[config.mk]
export PLATFORM = sky130hd
export DESIGN_NAME = erx_protocol
export DESIGN_NICKNAME = d
export VERILOG_FILES = /design/src/rtl/erx_protocol_pkg.sv /design/src/rtl/erx_chan_reg.sv /design/src/rtl/erx_protocol.sv
export SDC_FILE = /design/constraint.sdc
export NUM_CORES = 1
export LEC_CHECK = 0
export BUFFER_PORTS_ARGS = -buffer_cell sky130_fd_sc_hd__buf_2
export CORE_MARGIN = 2
export CORE_UTILIZATION = 45
export CTS_BUF_LIST = sky130_fd_sc_hd__clkbuf_4
export CTS_CLUSTER_DIAMETER = 120
export DETAILED_ROUTE_END_ITERATION = 8
export GPL_ROUTABILITY_DRIVEN = 1
export GPL_TIMING_DRIVEN = 0
export PLACE_DENSITY_LB_ADDON = 0.15
export SLEW_MARGIN = 5
export SYNTH_ARGS = -nofsm -noshare
export SYNTH_HDL_FRONTEND = slang
export SYNTH_SLANG_ARGS = --single-unit
[constraint.sdc]
create_clock -name clk -period 8.6 [get_ports clk]
set_input_delay 0.86 -clock clk [delete_from_list [all_inputs] [get_ports clk]]
set_output_delay 0.86 -clock clk [all_outputs]
set_load 0.05 [all_outputs]
[src/rtl/erx_protocol_pkg.sv]
// Shared elink receive definitions: packet field offsets, FSM states,
// burst stride and the routing helper used by the protocol block.
package erx_protocol_pkg;

   // Receive FSM states
   typedef enum logic [1:0] {
      ST_IDLE  = 2'd0,
      ST_DATA  = 2'd1,
      ST_BURST = 2'd2,
      ST_DRAIN = 2'd3
   } erx_state_t;

   // Output channel selector
   typedef enum logic [1:0] {
      CH_WR = 2'd0,
      CH_RD = 2'd1,
      CH_RR = 2'd2
   } erx_chan_t;

   // emesh packet field offsets
   localparam int WRITE_BIT = 0;
   localparam int DMODE_LSB = 1;
   localparam int CTRL_LSB  = 3;
   localparam int DST_LSB   = 8;
   localparam int DATA_LSB  = 40;
   localparam int SRC_LSB   = 72;

   // Address increment between consecutive burst writes
   localparam logic [31:0] BURST_STRIDE = 32'd8;

   // Frame patterns
   localparam logic [7:0] FRAME_ALL  = 8'hFF;
   localparam logic [7:0] FRAME_NONE = 8'h00;

   // Reads go to the read-request channel; writes addressed to this chip
   // are read responses; all other writes go to the write channel.
   function automatic erx_chan_t erx_route(input logic       write,
                                           input logic [11:0] dst_hi,
                                           input logic [11:0] chip_id);
      if (!write)
         return CH_RD;
      else if (dst_hi == chip_id)
         return CH_RR;
      else
         return CH_WR;
   endfunction

endpackage

[src/rtl/erx_chan_reg.sv]
// Single-entry output register for one emesh channel. A pushed packet is
// loaded when the slot is empty or being accepted this cycle; otherwise it
// is dropped and reported through drop.
module erx_chan_reg #(
   parameter int PW = 104
) (
   input  logic          clk,
   input  logic          nreset,
   input  logic          push,
   input  logic [PW-1:0] push_packet,
   input  logic          stall,
   output logic          access,
   output logic [PW-1:0] packet,
   output logic          drop
);

   logic load;

   assign load = push & (~access | ~stall);
   assign drop = push & access & stall;

   // Valid flag: set on load, cleared once accepted, held while stalled
   // NOTE: sequential state uses non-blocking (<=) so all flops update together at the edge.
   always_ff @(posedge clk or negedge nreset) begin
      if (!nreset)
         access <= 1'b0;
      else if (load)
         access <= 1'b1;
      else if (!stall)
         access <= 1'b0;
   end

   // Packet payload, only meaningful while access is high
   // NOTE: datapath registers are left unreset; access qualifies them, and no reset keeps the flops cheap.
   always_ff @(posedge clk) begin
      if (load)
         packet <= push_packet;
   end

endmodule

[src/rtl/erx_protocol.sv]
// elink receive protocol: decodes 8-lane deserialized frames into emesh
// packets, routes them to write / read / read-response channels, and keeps
// sticky error, overflow and drop-count status.
module erx_protocol
   import erx_protocol_pkg::*;
#(
   parameter int          PW = 104,
   parameter logic [11:0] ID = 12'h000
) (
   input  logic          clk,
   input  logic          nreset,
   input  logic [7:0]    rx_frame_par,
   input  logic [63:0]   rx_data_par,
   output logic          rxwr_access,
   output logic [PW-1:0] rxwr_packet,
   input  logic          rxwr_wait,
   output logic          rxrd_access,
   output logic [PW-1:0] rxrd_packet,
   input  logic          rxrd_wait,
   output logic          rxrr_access,
   output logic [PW-1:0] rxrr_packet,
   input  logic          rxrr_wait,
   output logic          rx_wr_wait,
   output logic          rx_rd_wait,
   input  logic          clear_status,
   output logic          rx_err,
   output logic          rx_ovf,
   output logic [7:0]    rx_drop_count
);

   erx_state_t    state, state_nxt;
   logic          prev_frame0;
   logic          frame_all, frame_none, start;
   logic [3:0]    hdr_ctrl;
   logic [1:0]    hdr_dmode;
   logic          hdr_write;
   logic [31:0]   hdr_dst;
   logic          hdr_capture, dst_advance, emit, err_set;
   logic [31:0]   emit_dst;
   logic [PW-1:0] emit_pkt;
   erx_chan_t     route;
   logic          push_wr, push_rd, push_rr;
   logic          drop_wr, drop_rd, drop_rr, drop_any;

   assign frame_all  = (rx_frame_par == FRAME_ALL);
   assign frame_none = (rx_frame_par == FRAME_NONE);
   assign start      = frame_all & ~prev_frame0;

   // State and previous-frame registers
   always_ff @(posedge clk or negedge nreset) begin
      if (!nreset) begin
         state       <= ST_IDLE;
         prev_frame0 <= 1'b0;
      end else begin
         state       <= state_nxt;
         prev_frame0 <= rx_frame_par[0];
      end
   end

   // Next-state, header capture, packet emit and framing-error decode
   always_comb begin
      // NOTE: every output gets a default first so no path leaves a value unassigned (no latch).
      state_nxt   = state;
      hdr_capture = 1'b0;
      dst_advance = 1'b0;
      emit        = 1'b0;
      err_set     = 1'b0;
      emit_dst    = hdr_dst;
      case (state)
         ST_IDLE: begin
            if (start) begin
               hdr_capture = 1'b1;
               state_nxt   = ST_DATA;
            end else if (!frame_none) begin
               err_set = 1'b1;
            end
         end
         ST_DATA: begin
            if (frame_all) begin
               emit      = 1'b1;
               state_nxt = hdr_write ? ST_BURST : ST_DRAIN;
            end else begin
               err_set   = 1'b1;
               state_nxt = ST_IDLE;
            end
         end
         ST_BURST: begin
            if (frame_all) begin
               emit        = 1'b1;
               dst_advance = 1'b1;
               emit_dst    = hdr_dst + BURST_STRIDE;
            end else begin
               err_set   = ~frame_none;
               state_nxt = ST_IDLE;
            end
         end
         ST_DRAIN: begin
            if (frame_none)
               state_nxt = ST_IDLE;
         end
         default: state_nxt = ST_IDLE;
      endcase
   end

   // Header fields from the start cycle; dstaddr advances on each burst beat
   always_ff @(posedge clk) begin
      if (hdr_capture) begin
         hdr_ctrl  <= rx_data_par[63:60];
         hdr_dmode <= rx_data_par[59:58];
         hdr_write <= rx_data_par[57];
         hdr_dst   <= rx_data_par[55:24];
      end else if (dst_advance) begin
         hdr_dst <= emit_dst;
      end
   end

   // Assemble the emesh packet from header fields and the current data cycle
   always_comb begin
      emit_pkt                   = '0;
      emit_pkt[WRITE_BIT]        = hdr_write;
      emit_pkt[DMODE_LSB +: 2]   = hdr_dmode;
      emit_pkt[CTRL_LSB +: 5]    = {1'b0, hdr_ctrl};
      emit_pkt[DST_LSB +: 32]    = emit_dst;
      emit_pkt[DATA_LSB +: 32]   = rx_data_par[63:32];
      emit_pkt[SRC_LSB +: 32]    = rx_data_par[31:0];
   end

   assign route   = erx_route(hdr_write, emit_dst[31:20], ID);
   assign push_wr = emit & (route == CH_WR);
   assign push_rd = emit & (route == CH_RD);
   assign push_rr = emit & (route == CH_RR);

   erx_chan_reg #(.PW(PW)) u_wr (
      .clk(clk), .nreset(nreset), .push(push_wr), .push_packet(emit_pkt),
      .stall(rxwr_wait), .access(rxwr_access), .packet(rxwr_packet), .drop(drop_wr)
   );

   erx_chan_reg #(.PW(PW)) u_rd (
      .clk(clk), .nreset(nreset), .push(push_rd), .push_packet(emit_pkt),
      .stall(rxrd_wait), .access(rxrd_access), .packet(rxrd_packet), .drop(drop_rd)
   );

   erx_chan_reg #(.PW(PW)) u_rr (
      .clk(clk), .nreset(nreset), .push(push_rr), .push_packet(emit_pkt),
      .stall(rxrr_wait), .access(rxrr_access), .packet(rxrr_packet), .drop(drop_rr)
   );

   assign drop_any = drop_wr | drop_rd | drop_rr;

   // Registered pushback toward the io layer
   always_ff @(posedge clk or negedge nreset) begin
      if (!nreset) begin
         rx_wr_wait <= 1'b0;
         rx_rd_wait <= 1'b0;
      end else begin
         rx_wr_wait <= (rxwr_access & rxwr_wait) | (rxrr_access & rxrr_wait);
         rx_rd_wait <= rxrd_access & rxrd_wait;
      end
   end

   // Sticky status; clear_status wins over a same-cycle set or increment
   always_ff @(posedge clk or negedge nreset) begin
      if (!nreset) begin
         rx_err        <= 1'b0;
         rx_ovf        <= 1'b0;
         rx_drop_count <= 8'd0;
      end else if (clear_status) begin
         rx_err        <= 1'b0;
         rx_ovf        <= 1'b0;
         rx_drop_count <= 8'd0;
      end else begin
         rx_err <= rx_err | err_set;
         rx_ovf <= rx_ovf | drop_any;
         if (drop_any && (rx_drop_count != 8'hFF))
            rx_drop_count <= rx_drop_count + 8'd1;
      end
   end

endmodule

Yosys cells after proc, flatten, opt, wreduce, memory -nomap -nowiden --
Cells that the tools add are included.
Storage, ports and cells: logic and storage cells 105, register bits 366
Operators by class: eq/ne operators 13, multiplexer cells 32, bitwise gates (word level) 32, add/sub/neg operators 2, reductions and logical operators 9
Operators with widths (count):
- $mux W32 | 4
- $add A32 B4 Y32 const B | 1
- $mux W1 | 18
- $and A1 B1 Y1 | 16
- $mux W8 | 2
- $logic_not A12 Y1 | 1
- $mux W2 | 6
- $add A8 B1 Y8 const B | 1
- $eq A8 B8 Y1 const B | 1
- $logic_not A8 Y1 | 1
- $ne A8 B8 Y1 const B | 1
- $not A1 Y1 | 8
- $or A1 B1 Y1 | 8
- $pmux W2 S4 | 1
- $eq A2 B2 Y1 const B | 3
- $ne A2 B1 Y1 const B | 3
- $ne A2 B2 Y1 const B | 3
- $eq A2 B1 Y1 const B | 2
- $logic_not A2 Y1 | 2
- $reduce_bool A2 Y1 | 2
- $pmux W1 S3 | 1
- $reduce_and A3 Y1 | 1
- $reduce_or A2 Y1 | 1
- $logic_and A1 B1 Y1 | 1

Depth between registers and ports, before layout --
depth in word-level cells 15, mapped depth 13, gate-level depth less buffers 11

Modules after synthesis --
A second synthesis with hierarchy kept.
Unflattened totals: cell total of the unflattened synthesis 627, area total of the unflattened synthesis 12672.2 sq um
By module, submodules not included:
- erx_chan_reg | instances 3, sequential area each 3148.0 sq um, cells each 108, area an instance 3173.0 sq um
- erx_protocol | instances 1, sequential area each 1546.5 sq um, cells each 303, area an instance 3153.0 sq um

Least setup slack after synthesis --
OpenSTA, ideal clock, no wires.
kind input port to flip-flop, from input port rx_frame_par[2], to register u_rd.packet[0], enable pin, cell stages on the path 4, data arrival time 8.373 ns, path slack -0.464 ns, library setup time 0.691 ns, cells stage by stage nand4_1 -> nor2_1 -> nand2_1 -> nor3_1
On the way: longest elaborated chain between the ends 9
RTL lines:
- from (decl) | RTL line erx_protocol.sv:12 | input logic [7:0] rx_frame_par,
- $eq A8 B8 Y1 * | RTL line erx_protocol.sv:45 | assign frame_all = (rx_frame_par == FRAME_ALL);
- $mux W32 | RTL line erx_protocol.sv:88 | if (frame_all) begin
- $mux W32 | RTL line erx_protocol.sv:69 | case (state)
- $logic_not A12 Y1 | RTL line erx_protocol_pkg.sv:42 | else if (dst_hi == chip_id)
- $mux W2 | RTL line erx_protocol_pkg.sv:42
- $mux W2 | RTL line erx_protocol_pkg.sv:40 | if (!write)
- $eq A2 B1 Y1 | RTL line erx_protocol.sv:130 | assign push_rd = emit & (route == CH_RD);
- $and A1 B1 Y1 * | RTL line erx_protocol.sv:130
- $and A1 B1 Y1 * | RTL line erx_chan_reg.sv:19 | assign load = push & (~access | ~stall);
- net u_rd.load | RTL line erx_chan_reg.sv:17 | logic load;
- to (signal assigned) | RTL line erx_chan_reg.sv:37 | packet <= push_packet;
- to (decl) | RTL line erx_chan_reg.sv:13 | output logic [PW-1:0] packet,
The timed path passes the listed nets; every way through them passes the cells marked *. A chain may end at the register's enable or synchronous reset.

Worst setup path after layout --
from register state[0], to register u_rr.packet[31], enable pin
On the way: longest elaborated chain between the ends 8
RTL lines:
- from (decl) | RTL line erx_protocol.sv:31 | erx_state_t state, state_nxt;
- from (signal assigned) | RTL line erx_protocol.sv:55 | state <= state_nxt;
- $eq A2 B2 Y1 | RTL line erx_protocol.sv:69
- $mux W32 | RTL line erx_protocol.sv:69
- $logic_not A12 Y1 | RTL line erx_protocol_pkg.sv:42
- $mux W2 | RTL line erx_protocol_pkg.sv:42
- $mux W2 | RTL line erx_protocol_pkg.sv:40
- $eq A2 B2 Y1 | RTL line erx_protocol.sv:131 | assign push_rr = emit & (route == CH_RR);
- $and A1 B1 Y1 * | RTL line erx_protocol.sv:131
- $and A1 B1 Y1 * | RTL line erx_chan_reg.sv:19
- net u_rr.load | RTL line erx_chan_reg.sv:17
- to (signal assigned) | RTL line erx_chan_reg.sv:37
- to (decl) | RTL line erx_chan_reg.sv:13
Marked as above.

==> qor.txt <==
synthesis-to-finish area growth - 30.3%
Min Hold Slack - 75.1 ps
kind of end point of the critical path - flop
TritonCTS Buffers - 90
overall routing resource usage - 20.1%
number of distinct library cell variants in the gate-level netlist after synthesis - 46
number of storage elements in the synthesis netlist - 366
Core Rows - 61
Critical path origin - state[0]
data required time at the worst endpoint - 8960 ps
post-route fraction of the period consumed by the critical path - 56.2%
stage delay of the slowest cell on the critical path - 680 ps
Finished Cell Area - 0.0165 mm²
launch point of the worst reg-to-reg path - state[0]
Horiz. Die Dim - 172 µm
maximum fanout encountered on the critical timing path - 24
wire per inst - 19.0 µm
count of endpoints failing setup in the final report - 0
global-route wire length before repair - 43500 µm
arrival time at the worst endpoint - 5200 ps
post-route antenna net violation count - 0
number of max-capacitance violations reported - 0
1st-iter DRT viols - 494
count of nets after finishing - 1241
DRT Wirelength - 30400 µm
weighted congestion reported at the end of routability-driven placement - 0.798
CTS root buf - sky130_fd_sc_hd__clkbuf_4
clk sink count - 366
pin count of the biggest net entering global routing - 57
synthesized area divided by synthesized cell count - 19.5 µm²
proportion of synthesized chip area in sequential cells - 86.2%
vias in the first global route - 7435
pwr dens - 206 mW/mm²
detailed-route via count - 7590
CTS tree - built
count of yosys warnings during synthesis - 0
Post-Place Cell Area - 0.0154 mm²
share of layout cells above drive strength 1 - 47.9%
post-CTS clock slew at the launch and capture registers of the worst setup and hold paths - 70 ps
worst voltage drop across the vdd grid - 0.125 mV
estimated wirelength of the detail-placed design - 21300 µm
largest clock skew in the final design - 60.3 ps
cell with the largest stage delay on the worst path - sky130_fd_sc_hd__a21oi_4
Top FF cell, synth - sky130_fd_sc_hd__edfxtp_1
Tot Pwr - 3390 µW
nature of the critical path startpoint - flop
area leader, netlist - sky130_fd_sc_hd__edfxtp_1
Buf/Inv on CP - 5
setup repair after global routing missed its margin - false
area of the core - 0.0277 mm²
latest clock arrival within the worst-skew pair - 710 ps
final number of hold-violating endpoints - 0
peak clock frequency supported by timing - 207 MHz
slew at the pin closest to its max-slew limit - 850 ps
Hold Path Class - input pin to asynchronous set/reset pin
Pins Over Slew Limit - 0
Remaining DRCs - 0
critical path's top delay family - simple AND/OR/NAND/NOR gates
floorplan die height - 172 µm
synthesized netlist cell count - 650
length of the first detailed-routing pass in iterations - 4
Leakage Power - 0.00644 µW
number of I/O port buffers - 401
cts hold-fix bufs - 0
Post-synth EDFFs - 348
post_cts resized - 0
outcome - complete, no violations
area enclosed by the die boundary - 0.0295 mm²
top-level port count - 405
number of antenna violations at the first check in global routing - 2
cell types occupying the most area after synthesis - sky130_fd_sc_hd__edfxtp_1, sky130_fd_sc_hd__dfrtp_1, sky130_fd_sc_hd__nor2_1
top cell type's share of synthesized area - 82.6%
maximum level of the CTS H-tree - 3
Max clock buf depth - 3
aggregate global routing overflow - 0
post-route core utilization - 59.5%
post-synthesis async set-or-reset flop share - 4.92%
cell chain of the critical path - inv_1, ha_1, nand4_1, or4_1, buf_2, or4_4, o41a_1, nor4_4, nand4_1, a21oi_4, buf_16, buf_12, buf_12
Crit Path Category - flop to flop
post-synthesis instance area - 0.0126 mm²
starting density of the core - 45.6%
post-CTS setup repair buffer count - 0
via/cell ratio - 4.76
final critical delay including setup and external delays - 4840 ps
worst-case headroom to the max-slew limit - 43.2%
-- stage by stage --
step                      instances  setup TNS [ps]  setup WS [ps]
after detailed placement       1442               0           3250
after global routing           1594               0           3500
after floorplan                 652               0           2240
after CTS                      1592               0           3720
final                          1594               0           3760
after global placement         1431          -39050           -280
-- layout by cell type, fill, tap and decap left out, types with 2 or more instances in the layout --
master | Yosys | final
sky130_fd_sc_hd__a21oi_1 | 10 | 9
sky130_fd_sc_hd__a31oi_1 | 2 | 2
sky130_fd_sc_hd__and3_1 | 10 | 10
sky130_fd_sc_hd__and4_1 | 4 | 4
sky130_fd_sc_hd__buf_12 | 0 | 3
sky130_fd_sc_hd__buf_16 | 0 | 4
sky130_fd_sc_hd__buf_2 | 2 | 403
sky130_fd_sc_hd__buf_4 | 3 | 3
sky130_fd_sc_hd__buf_8 | 0 | 4
sky130_fd_sc_hd__clkbuf_1 | 6 | 6
sky130_fd_sc_hd__clkbuf_4 | 0 | 132
sky130_fd_sc_hd__clkinv_1 | 0 | 12
sky130_fd_sc_hd__clkinvlp_4 | 0 | 3
sky130_fd_sc_hd__conb_1 | 1 | 3
sky130_fd_sc_hd__dfrtp_1 | 18 | 18
sky130_fd_sc_hd__diode_2 | 0 | 2
sky130_fd_sc_hd__edfxtp_1 | 348 | 348
sky130_fd_sc_hd__ha_1 | 7 | 7
sky130_fd_sc_hd__inv_1 | 13 | 13
sky130_fd_sc_hd__inv_6 | 0 | 2
sky130_fd_sc_hd__mux2_2 | 18 | 18
sky130_fd_sc_hd__mux2i_1 | 4 | 4
sky130_fd_sc_hd__nand2_1 | 31 | 30
sky130_fd_sc_hd__nand2b_1 | 2 | 2
sky130_fd_sc_hd__nand3_1 | 14 | 14
sky130_fd_sc_hd__nand4_1 | 13 | 13
sky130_fd_sc_hd__nor2_1 | 57 | 57
sky130_fd_sc_hd__nor2b_1 | 4 | 4
sky130_fd_sc_hd__nor3_1 | 9 | 8
sky130_fd_sc_hd__nor3b_1 | 2 | 2
sky130_fd_sc_hd__nor4_1 | 6 | 6
sky130_fd_sc_hd__o21ai_0 | 6 | 6
sky130_fd_sc_hd__o31ai_1 | 2 | 2
sky130_fd_sc_hd__or3_1 | 3 | 3
sky130_fd_sc_hd__or4_1 | 7 | 7
sky130_fd_sc_hd__xnor2_1 | 18 | 18
sky130_fd_sc_hd__xor2_1 | 12 | 12
-- cell usage after synthesis (all sizes together), types with 8 or more instances --
cell      n
a21oi    10
and3     10
dfrtp    18
edfxtp  348
inv      14
mux2     18
nand2    31
nand3    14
nand4    13
nor2     57
nor3      9
or4       8
xnor2    18
xor2     12
-- cell families (layout without fill, tap and decap cells) --
kind of cell,Yosys count,in the layout,synth area share (%)
AOI/OAI and AO/OA,28,28,1.39
adders and majority gates,7,7,0.692
DFF,366,366,86.2
and+or+nand+nor,170,170,6.83
buffers and inverters,26,588,0.880
muxes,22,22,1.92
xor gates and xnor gates,30,30,2.08
other,1,5,0.0297
-- report_power, final --
group	internal (µW)	total, µW	switching (µW)
logic	28.5	85.1	56.6
registers	1940	1950	3.00
clock network	700	1360	658
-- sequential cells by signal, indices dropped and copies added, names as in the netlist --
| signal | count |
|---|---|
| hdr_ctrl | 4 |
| hdr_dmode | 2 |
| hdr_dst | 32 |
| hdr_write | 1 |
| prev_frame0 | 1 |
| rx_drop_count | 8 |
| rx_err | 1 |
| rx_ovf | 1 |
| rx_rd_wait | 1 |
| rx_wr_wait | 1 |
| state | 2 |
| u_rd.access | 1 |
| u_rd.packet | 103 |
| u_rr.access | 1 |
| u_rr.packet | 103 |
| u_wr.access | 1 |
| u_wr.packet | 103 |
-- layout make-up --
| type | count | area (µm²) |
|---|---|---|
| diodes | 2 | 5.00 |
| plain buffers | 12 | 58.8 |
| clock buffers | 132 | 991 |
| clock inverters | 18 | 93.8 |
| fillers | 2212 | 11200 |
| inverters | 14 | 52.6 |
| multi-input cells | 260 | 1670 |
| flip-flops and latches | 366 | 10900 |
| well taps | 378 | 473 |
| repair buffers | 412 | 2240 |
-- path summary, 6_finish.rpt --
path / end / slack (ps) / depth (start not counted)
setup / recovery: u_rr.packet[31] / 3760 / 13
hold / removal: rx_drop_count[7] / 80 / 1
setup reg to reg: u_rr.packet[31] / 3760 / 13
hold reg to reg: u_rd.packet[1] / 470 / 0
max in group asynchronous: rx_drop_count[2] / 8210 / 1
min in group clk: prev_frame0 / 300 / 1
-- routing by layer --
layer	up-vias	track usage, %	routed length [µm]
met5	-	0	13
met4	2	7.44	559
met3	57	7.50	3250
met2	365	32.4	14700
met1	3606	24.8	11900
li1	3560	-	-
Note: power is estimated with default switching activity, not from simulation.
